File: config.mk
export PLATFORM = sky130hd
export DESIGN_NAME = rice_residual_encoder
export DESIGN_NICKNAME = d
export VERILOG_FILES = /design/src/rtl/flac_pkg.sv /design/src/rtl/bit_packer.sv /design/src/rtl/rice_residual_encoder.sv
export SDC_FILE = /design/constraint.sdc
export NUM_CORES = 1
export LEC_CHECK = 0
export CAP_MARGIN = 30
export CORE_MARGIN = 4
export CORE_UTILIZATION = 55
export DETAILED_ROUTE_END_ITERATION = 8
export PLACE_DENSITY_LB_ADDON = 0.2
export SYNTH_ARGS = -nofsm -noshare
export SYNTH_HDL_FRONTEND = slang
export SYNTH_SLANG_ARGS = --single-unit
File: constraint.sdc
create_clock -name iClock -period 3.1 [get_ports iClock]
set_input_delay 0.775 -clock iClock [delete_from_list [all_inputs] [get_ports iClock]]
set_output_delay 0.775 -clock iClock [all_outputs]
set_load 0.01 [all_outputs]
File: src/rtl/flac_pkg.sv
// Shared FLAC encoder types: FSM state encoding, fixed bus widths, zigzag helper.
// Latency: n/a (declarations only).
// Backpressure: n/a.
package flac_pkg;

  localparam int WORD_W       = 16;
  localparam int ADDR_W       = 16;
  localparam int RICE_PARAM_W = 4;
  // fill counts 0..16 bits, so one bit wider than log2(WORD_W)
  localparam int FILL_W       = 5;

  typedef enum logic [2:0] {
    IDLE,
    UNARY,
    STOP,
    REM,
    FLUSH,
    DONE
  } state_t;

  // Signed-to-unsigned fold: 0->0, -1->1, 1->2, -32768->65535.
  function automatic logic [WORD_W-1:0] zigzag(input logic [WORD_W-1:0] r);
    return {r[WORD_W-2:0], 1'b0} ^ {WORD_W{r[WORD_W-1]}};
  endfunction

endpackage

File: src/rtl/bit_packer.sv
// Packs a serial bit stream MSB-first into 16-bit RAM words; zero-pads on flush.
// Latency: write strobe one cycle after the 16th bit (or after the flush request).
// Backpressure: none; caller only presents bits/flush on enabled cycles.
module bit_packer
  import flac_pkg::*;
(
  input  logic              iClock,
  input  logic              iReset,
  input  logic [ADDR_W-1:0] iStartAddr,
  input  logic              bit_vld,
  input  logic              bit_dat,
  input  logic              flush_vld,
  output logic [WORD_W-1:0] oWriteData,
  output logic [ADDR_W-1:0] oWriteAddr,
  output logic              oWriteEnable
);

  localparam logic [FILL_W-1:0] FILL_FULL = FILL_W'(WORD_W);
  localparam logic [FILL_W-1:0] FILL_LAST = FILL_W'(WORD_W - 1);
  localparam logic [FILL_W-1:0] FILL_ONE  = FILL_W'(1);
  localparam logic [ADDR_W-1:0] ADDR_ONE  = ADDR_W'(1);

  logic [WORD_W-1:0] sr;
  logic [FILL_W-1:0] fill;

  // Shift incoming bits, emit full or flushed words, advance address after each write.
  always_ff @(posedge iClock) begin
    if (iReset) begin
      sr           <= '0;
      fill         <= '0;
      oWriteData   <= '0;
      oWriteAddr   <= iStartAddr;
      oWriteEnable <= 1'b0;
    end else begin
      // Strobe is a single-cycle pulse; the address step must complete
      // even if the stream is stalled in the cycle after a write.
      oWriteEnable <= 1'b0;
      if (oWriteEnable) begin
        oWriteAddr <= oWriteAddr + ADDR_ONE;
      end
      if (flush_vld) begin
        if (fill != '0) begin
          // Only the low 'fill' bits are live; shifting left discards stale history.
          oWriteData   <= sr << (FILL_FULL - fill);
          oWriteEnable <= 1'b1;
        end
        sr   <= '0;
        fill <= '0;
      end else if (bit_vld) begin
        sr <= {sr[WORD_W-2:0], bit_dat};
        if (fill == FILL_LAST) begin
          oWriteData   <= {sr[WORD_W-2:0], bit_dat};
          oWriteEnable <= 1'b1;
          fill         <= '0;
        end else begin
          fill <= fill + FILL_ONE;
        end
      end
    end
  end

endmodule

File: src/rtl/rice_residual_encoder.sv
// Rice-codes signed 16-bit residuals (q zeros, '1', k remainder bits) into packed RAM words.
// Latency: first code bit the cycle after accept; one bit per enabled cycle; q+k+2 cycles per residual.
// Backpressure: oReady only in IDLE; iEnable low freezes all state and emission.
module rice_residual_encoder
  import flac_pkg::*;
(
  input  logic                    iClock,
  input  logic                    iReset,
  input  logic                    iEnable,
  input  logic [ADDR_W-1:0]       iStartAddr,
  input  logic [RICE_PARAM_W-1:0] iRiceParam,
  input  logic [WORD_W-1:0]       iResidual,
  input  logic                    iValid,
  output logic                    oReady,
  input  logic                    iFlush,
  output logic [WORD_W-1:0]       oWriteData,
  output logic [ADDR_W-1:0]       oWriteAddr,
  output logic                    oWriteEnable,
  output logic                    oDone
);

  localparam logic [WORD_W-1:0]       Q_ONE = WORD_W'(1);
  localparam logic [RICE_PARAM_W-1:0] K_ONE = RICE_PARAM_W'(1);

  state_t                  state_q, state_d;
  logic [WORD_W-1:0]       u_q, u_d;
  logic [WORD_W-1:0]       q_q, q_d;
  logic [RICE_PARAM_W-1:0] k_q, k_d;
  logic [RICE_PARAM_W-1:0] idx_q, idx_d;

  logic [WORD_W-1:0] u_in;
  logic [WORD_W-1:0] q_in;
  logic              run;
  logic              bit_vld;
  logic              bit_dat;
  logic              flush_vld;

  // An enabled, non-reset cycle is the only time anything may be emitted.
  assign run  = iEnable & ~iReset;
  assign u_in = zigzag(iResidual);
  assign q_in = u_in >> iRiceParam;

  // State and latched code parameters; frozen while iEnable is low.
  always_ff @(posedge iClock) begin
    if (iReset) begin
      state_q <= IDLE;
      u_q     <= '0;
      q_q     <= '0;
      k_q     <= '0;
      idx_q   <= '0;
    end else if (iEnable) begin
      state_q <= state_d;
      u_q     <= u_d;
      q_q     <= q_d;
      k_q     <= k_d;
      idx_q   <= idx_d;
    end
  end

  // Next-state decode and per-cycle code bit selection.
  always_comb begin
    state_d   = state_q;
    u_d       = u_q;
    q_d       = q_q;
    k_d       = k_q;
    idx_d     = idx_q;
    oReady    = 1'b0;
    oDone     = 1'b0;
    bit_vld   = 1'b0;
    bit_dat   = 1'b0;
    flush_vld = 1'b0;
    case (state_q)
      IDLE: begin
        oReady = ~iReset;
        // Flush wins over a simultaneous residual; the residual stays pending.
        if (iFlush) begin
          flush_vld = run;
          state_d   = FLUSH;
        end else if (iValid) begin
          u_d     = u_in;
          k_d     = iRiceParam;
          q_d     = q_in;
          state_d = (q_in == '0) ? STOP : UNARY;
        end
      end
      UNARY: begin
        bit_vld = run;
        bit_dat = 1'b0;
        q_d     = q_q - Q_ONE;
        if (q_q == Q_ONE) begin
          state_d = STOP;
        end
      end
      STOP: begin
        bit_vld = run;
        bit_dat = 1'b1;
        idx_d   = k_q - K_ONE;
        state_d = (k_q != '0) ? REM : IDLE;
      end
      REM: begin
        bit_vld = run;
        bit_dat = u_q[idx_q];
        idx_d   = idx_q - K_ONE;
        if (idx_q == '0) begin
          state_d = IDLE;
        end
      end
      // Packer's flush write is visible during this state.
      FLUSH: begin
        state_d = DONE;
      end
      DONE: begin
        oDone   = run;
        state_d = IDLE;
      end
      default: begin
        state_d = IDLE;
      end
    endcase
  end

  bit_packer u_bit_packer (
    .iClock       (iClock),
    .iReset       (iReset),
    .iStartAddr   (iStartAddr),
    .bit_vld      (bit_vld),
    .bit_dat      (bit_dat),
    .flush_vld    (flush_vld),
    .oWriteData   (oWriteData),
    .oWriteAddr   (oWriteAddr),
    .oWriteEnable (oWriteEnable)
  );

endmodule

; After elaboration in Yosys (flattened, before gate mapping)
; Index checks and enable logic that the tools add are counted.
[totals]
elab_cells = 83
ff_bits = 97
in_bits = 41
out_inout_bits = 35
[op_classes]
bitwise_logic = 4
n_eq_ne = 13
add_sub_neg = 6
n_reduce_logical = 17
n_lt_le_gt_ge = 1
n_shift = 2
muxes = 30
[op_table]
columns = operator, n
row1 = 16-bit 2-to-1 mux, 8
row2 = 16-bit one-hot mux with 2 select lines, 1
row3 = "16-bit by 1-bit adder with 16-bit output, second input constant", 1
row4 = "16-bit by 1-bit == test with 1-bit output, second input constant", 1
row5 = 16-bit zero test, 1
row6 = 16-bit by 5-bit << shifter with 16-bit output, 1
row7 = 16-bit by 4-bit >> shifter with 16-bit output, 1
row8 = "16-bit by 1-bit subtractor with 16-bit output, second input constant", 1
row9 = 16-bit bitwise XOR, 1
row10 = 3-bit one-hot mux with 5 select lines, 1
row11 = 3-bit 2-to-1 mux, 4
row12 = 4-bit AND reduction, 3
row13 = 1-bit 2-to-1 mux, 10
row14 = 2-bit nonzero test, 5
row15 = "2-bit inequality test, second input constant", 4
row16 = 4-bit one-hot mux with 2 select lines, 1
row17 = "4-bit by 1-bit subtractor with 4-bit output, second input constant", 2
row18 = "3-bit by 2-bit == test with 1-bit output, second input constant", 2
row19 = "3-bit == test, second input constant", 2
row20 = "5-bit by 1-bit adder with 5-bit output, second input constant", 1
row21 = "5-bit by 4-bit == test with 1-bit output, second input constant", 1
row22 = "4-bit by 5-bit < comparator with 1-bit output, second input constant", 1
row23 = 5-bit 2-to-1 mux, 1
row24 = 5-bit nonzero test, 1
row25 = other kinds (16), 18

; Logic depth before layout (Yosys ltp)
[logic_depth]
word_depth = 7
mapped_depth = 11
mapped_depth_nobuf = 9

; Hierarchy
; From an unflattened synthesis, not the netlist that was laid out.
[hier_totals]
cells_unflattened = 767
hier_area_um2 = 6769.0
[modules_own_cells]
columns = module, cells_each, area_each_um2, seq_area_each_um2, instances
row1 = rice_residual_encoder, 433, 3459.6, 860.8, 1
row2 = bit_packer, 334, 3309.4, 1241.2, 1

; Worst setup path before layout
; No wires, ideal clock.
[synth_path]
path_kind = input-to-reg
startpoint = in iRiceParam[0]
endpoint = reg state_q[1]
n_path_buf = 1
slack_ns = 0.375
cell_stages = 8
arrival_time_ns = 2.638
setup_time_ns = 0.087
required_time_ns = 3.013
cell_sequence = buf_6 mux4_1 xnor2_1 mux2i_1 a222oi_1 nand3_1 or3_1 o31ai_1
[synth_via]
elab_chain_len = 6
[synth_rtl]
columns = item, line
row1 = from (decl), rice_residual_encoder.sv:11  ; input logic [RICE_PARAM_W-1:0] iRiceParam,
row2 = 16-bit by 4-bit >> shifter with 16-bit output, rice_residual_encoder.sv:41  ; assign q_in = u_in >> iRiceParam;
row3 = 16-bit zero test, rice_residual_encoder.sv:83  ; state_d = (q_in == '0) ? STOP : UNARY;
row4 = 2-bit 2-to-1 mux, rice_residual_encoder.sv:83
row5 = 3-bit 2-to-1 mux, rice_residual_encoder.sv:79  ; end else if (iValid) begin
row6 = 3-bit 2-to-1 mux, rice_residual_encoder.sv:76  ; if (iFlush) begin
row7 = 3-bit one-hot mux with 5 select lines, rice_residual_encoder.sv:72  ; case (state_q)
row8 = to (signal assigned), rice_residual_encoder.sv:52  ; state_q <= state_d;
row9 = to (decl), rice_residual_encoder.sv:25  ; state_t state_q, state_d;
; Every way passes these cells. The select of a mux whose other input is x is not followed.
; A chain may end at the register's enable or synchronous reset.

; Worst setup path after layout
[layout_path]
startpoint = in iEnable
endpoint = out oDone
[layout_via]
elab_chain_len = 2
[layout_rtl]
columns = item, line
row1 = from (decl), rice_residual_encoder.sv:9  ; input logic iEnable,
row2 = 1-bit AND, rice_residual_encoder.sv:39  ; assign run = iEnable & ~iReset;
row3 = 1-bit 2-to-1 mux, rice_residual_encoder.sv:72
row4 = to (decl), rice_residual_encoder.sv:19  ; output logic oDone
; Every way passes these cells.

==> impl_metrics.tcl <==
set metrics [dict create \
    regArea_um2 2102 \
    holdBufCountCts 0 \
    status "completed" \
    track_usage_pct 26.47 \
    cpPeakStageDelay_ns 0.53 \
    clock-sinks 97 \
    drc 0 \
    fin_cells 1010 \
    die_x_um 116.0 \
    initial_utilization_pct 56.15 \
    path_delay_family "buffers and inverters" \
    peakVddDrop_uv 364.8 \
    worstSetupPathType "in -> out" \
    viasPerCell 6.067 \
    syn_area_per_cell_um2 8.436 \
    n_antenna_cell 0 \
    synth_top_area_cell "dfxtp_1" \
    placed_area_um2 7656 \
    hold_viol 0 \
    finClkSkew_ns 0.006001 \
    crit_arrival_ns 2.25 \
    syn_nets 808 \
    slew_headroom_pct 53.60 \
    finalCriticalPeriod_ns 3.026 \
    synth_edf_count 16 \
    required_ns 2.32 \
    cts_htree_levels 3 \
    fmax_ghz 0.3305 \
    timing.hold.ws_ns 0.4590 \
    multi_input_area_um2 4023 \
    max_slew.worst_pin.slew_ns 0.6944 \
    worstSetupStartpointType "primary input" \
    ys_ff_latch 97 \
    hold_path.class "reg -> reg" \
    synth_top_cells_by_area "dfxtp_1, mux4_2, edfxtp_1, nand2_1, a21oi_1" \
    cp-startpoint "iEnable" \
    yosysWarnings 0 \
    finalWirelength_um 17240 \
    placed_cells 993 \
    grt_pass1_vias 5660 \
    end_kind "primary output" \
    io_buffer_count 75 \
    ys_seq_area_share_pct 32.79 \
    wl_per_cell_um 17.07 \
    io_pins 76 \
    min_period_over_period_pct 97.60 \
    final_cell_area_um2 7984 \
    r2r_start "u_bit_packer.fill[1]" \
    via_count 6128 \
    power_density_nw_per_um2 415.0 \
    grt_pass1_wl_um 28700 \
    fillers 927 \
    syn_inst 760 \
    crit_chain "clkdlybuf4s50_1 > nand2_1 > nor3_1 > buf_4 > clkdlybuf4s50_1" \
    slew_violations 0 \
    nets 910 \
    hp-start "u_q[13]" \
    die_area_um2 13450 \
    setup_viol 0 \
    routabilityCongestion 0.8872 \
    worst-path-buf-inv 3 \
    cts_made_buffers 9 \
    die_h_um 116.0 \
    netlist_area_um2 6411 \
    insertion_delay_ns 0.34 \
    maxCapViolCount 0 \
    synth_cell_types 62 \
    rows 39 \
    synth_top_area_share_pct 25.29 \
    slowest_stage "clkdlybuf4s50_1" \
    antenna_found_initial 0 \
    p_leak_uw 0.002889 \
    cp_common_cell "clkdlybuf4s50_1" \
    ant_nets 0 \
    async_flop_share_pct 0 \
    drt_iter0_markers 697 \
    grt_max_degree 52 \
    syn_to_final_growth_pct 24.53 \
    first_pass_iters 5 \
    core_um2 11420 \
    cts_tree "yes" \
    dp.final_hpwl_um 12920 \
    synthMostInstantiatedCell "nand2_1" \
    clock-root-buffer "clkbuf_16" \
    path_max_fanout 3 \
    synth-main-ff-cell "dfxtp_1" \
    drive_gt1_share_pct 15.46 \
    synthTopCellsByCount "nand2_1, dfxtp_1, nor2_1" \
    clk_pin_slew_ns 0.06 \
    grt-ovfl-total 0 \
    cts.path.max_buffers 2 \
]
cell usage in the layout (no fill, tap or decap), types with 3 or more instances in the layout:
cell             count
xnor2_1             22
xor2_1              22
and3_1               8
mux4_2              24
a22oi_1             14
nand4_1              8
a21oi_1             65
and2_1               7
nor3b_1              4
nor4_1               6
mux2_2               4
buf_4               77
nand2_1            112
o41ai_1              3
inv_1               12
ha_1                 7
clkbuf_16            9
o211ai_1             3
mux2i_1             30
nand3_1             17
edfxtp_1            16
nor2_1              68
o21ai_0             42
nor2b_1              7
mux4_1               4
clkdlybuf4s50_1     71
nor3_1              23
or3_1                4
a211oi_1            29
a31oi_1             11
o22a_1               4
o22ai_1              5
dfxtp_1             81
worst reg2reg max path, stage by stage, from the launching register on:
cell and delay [ns]:
dfxtp_1 0.40, inv_1 0.06, ha_1 0.60, mux4_2 0.55, and2_1 0.16, a211oi_1 0.23, a211oi_1 0.08, a21oi_1 0.22
a211oi_1 0.11
report_power, final:
part	leakage, uW	total, uW	internal (uW)	switching (uW)
clock network	0.000147	1120	630	485
logic	0.00193	795	386	409
registers	0.000815	1400	1340	63.2
total	0.00289	3310	2360	958
final timing paths:
check | endpoint | slack (ns) | depth (start not counted)
setup / recovery | oDone | 0.07 | 5
hold / removal | u_q[13] | 0.46 | 2
setup reg to reg | u_bit_packer.oWriteData[14] | 0.56 | 8
hold reg to reg | u_q[13] | 0.46 | 2
cell families after synthesis:
family	after synthesis	share of synthesized area [%]
buffers and inverters	74	4.937
adder cells (fa/ha/maj)	7	1.366
multiplexers	64	16.10
XOR/XNOR	46	6.284
AO/OA/AOI/OAI	195	18.91
AND/OR/NAND/NOR	277	19.61
flip-flops	97	32.79
registers in the layout, summed over array words and instances, names as in the netlist:
name	cells
u_bit_packer.oWriteEnable	1
idx_q	4
u_bit_packer.oWriteAddr	16
u_bit_packer.sr	16
u_bit_packer.fill	5
state_q	3
u_bit_packer.oWriteData	16
q_q	16
k_q	4
u_q	16
metrics by stage:
| stage | total power [uW] | setup TNS, ns | worst slack (ns) | utilization (%) |
|---|---|---|---|---|
| 2_1_floorplan | 1887 | 0 | 0.3746 | - |
| 3_3_place_gp | 2183 | -1.577 | -0.3617 | 67.05 |
| 3_5_place_dp | 2203 | -2.016 | -0.4224 | 67.05 |
| 4_1_cts | 3321 | 0 | 0.07294 | 69.76 |
| 5_1_grt | 3482 | -0.02378 | -0.01307 | 69.92 |
| 6_report | 3313 | 0 | 0.07445 | 69.92 |
routing by layer:
| metal | up-vias | GRT usage [%] | wire length, um |
|---|---|---|---|
| li1 | 2987 | - | - |
| met1 | 2903 | 38.76 | 7878 |
| met2 | 210 | 40.47 | 8020 |
| met3 | 28 | 3.760 | 1042 |
| met4 | 0 | 8.585 | 297 |
| met5 | - | 0 | 0 |
what timing repair did:
item | 4_1_cts | 5_1_grt
resized for setup | 2 | 5
setup endpoints to repair | 1 | 3
pin swaps | 1 | 1
setup buffers | 1 | 0
layout make-up:
type	count	share of cell area, %
multi-input combinational	589	50.38
sequential	97	26.33
timing repair buffer	153	16.78
clock buffer	10	2.868
tap	143	2.241
clock inverter	6	0.8306
inverter	12	0.5642
(Power assumes the default switching activity.)
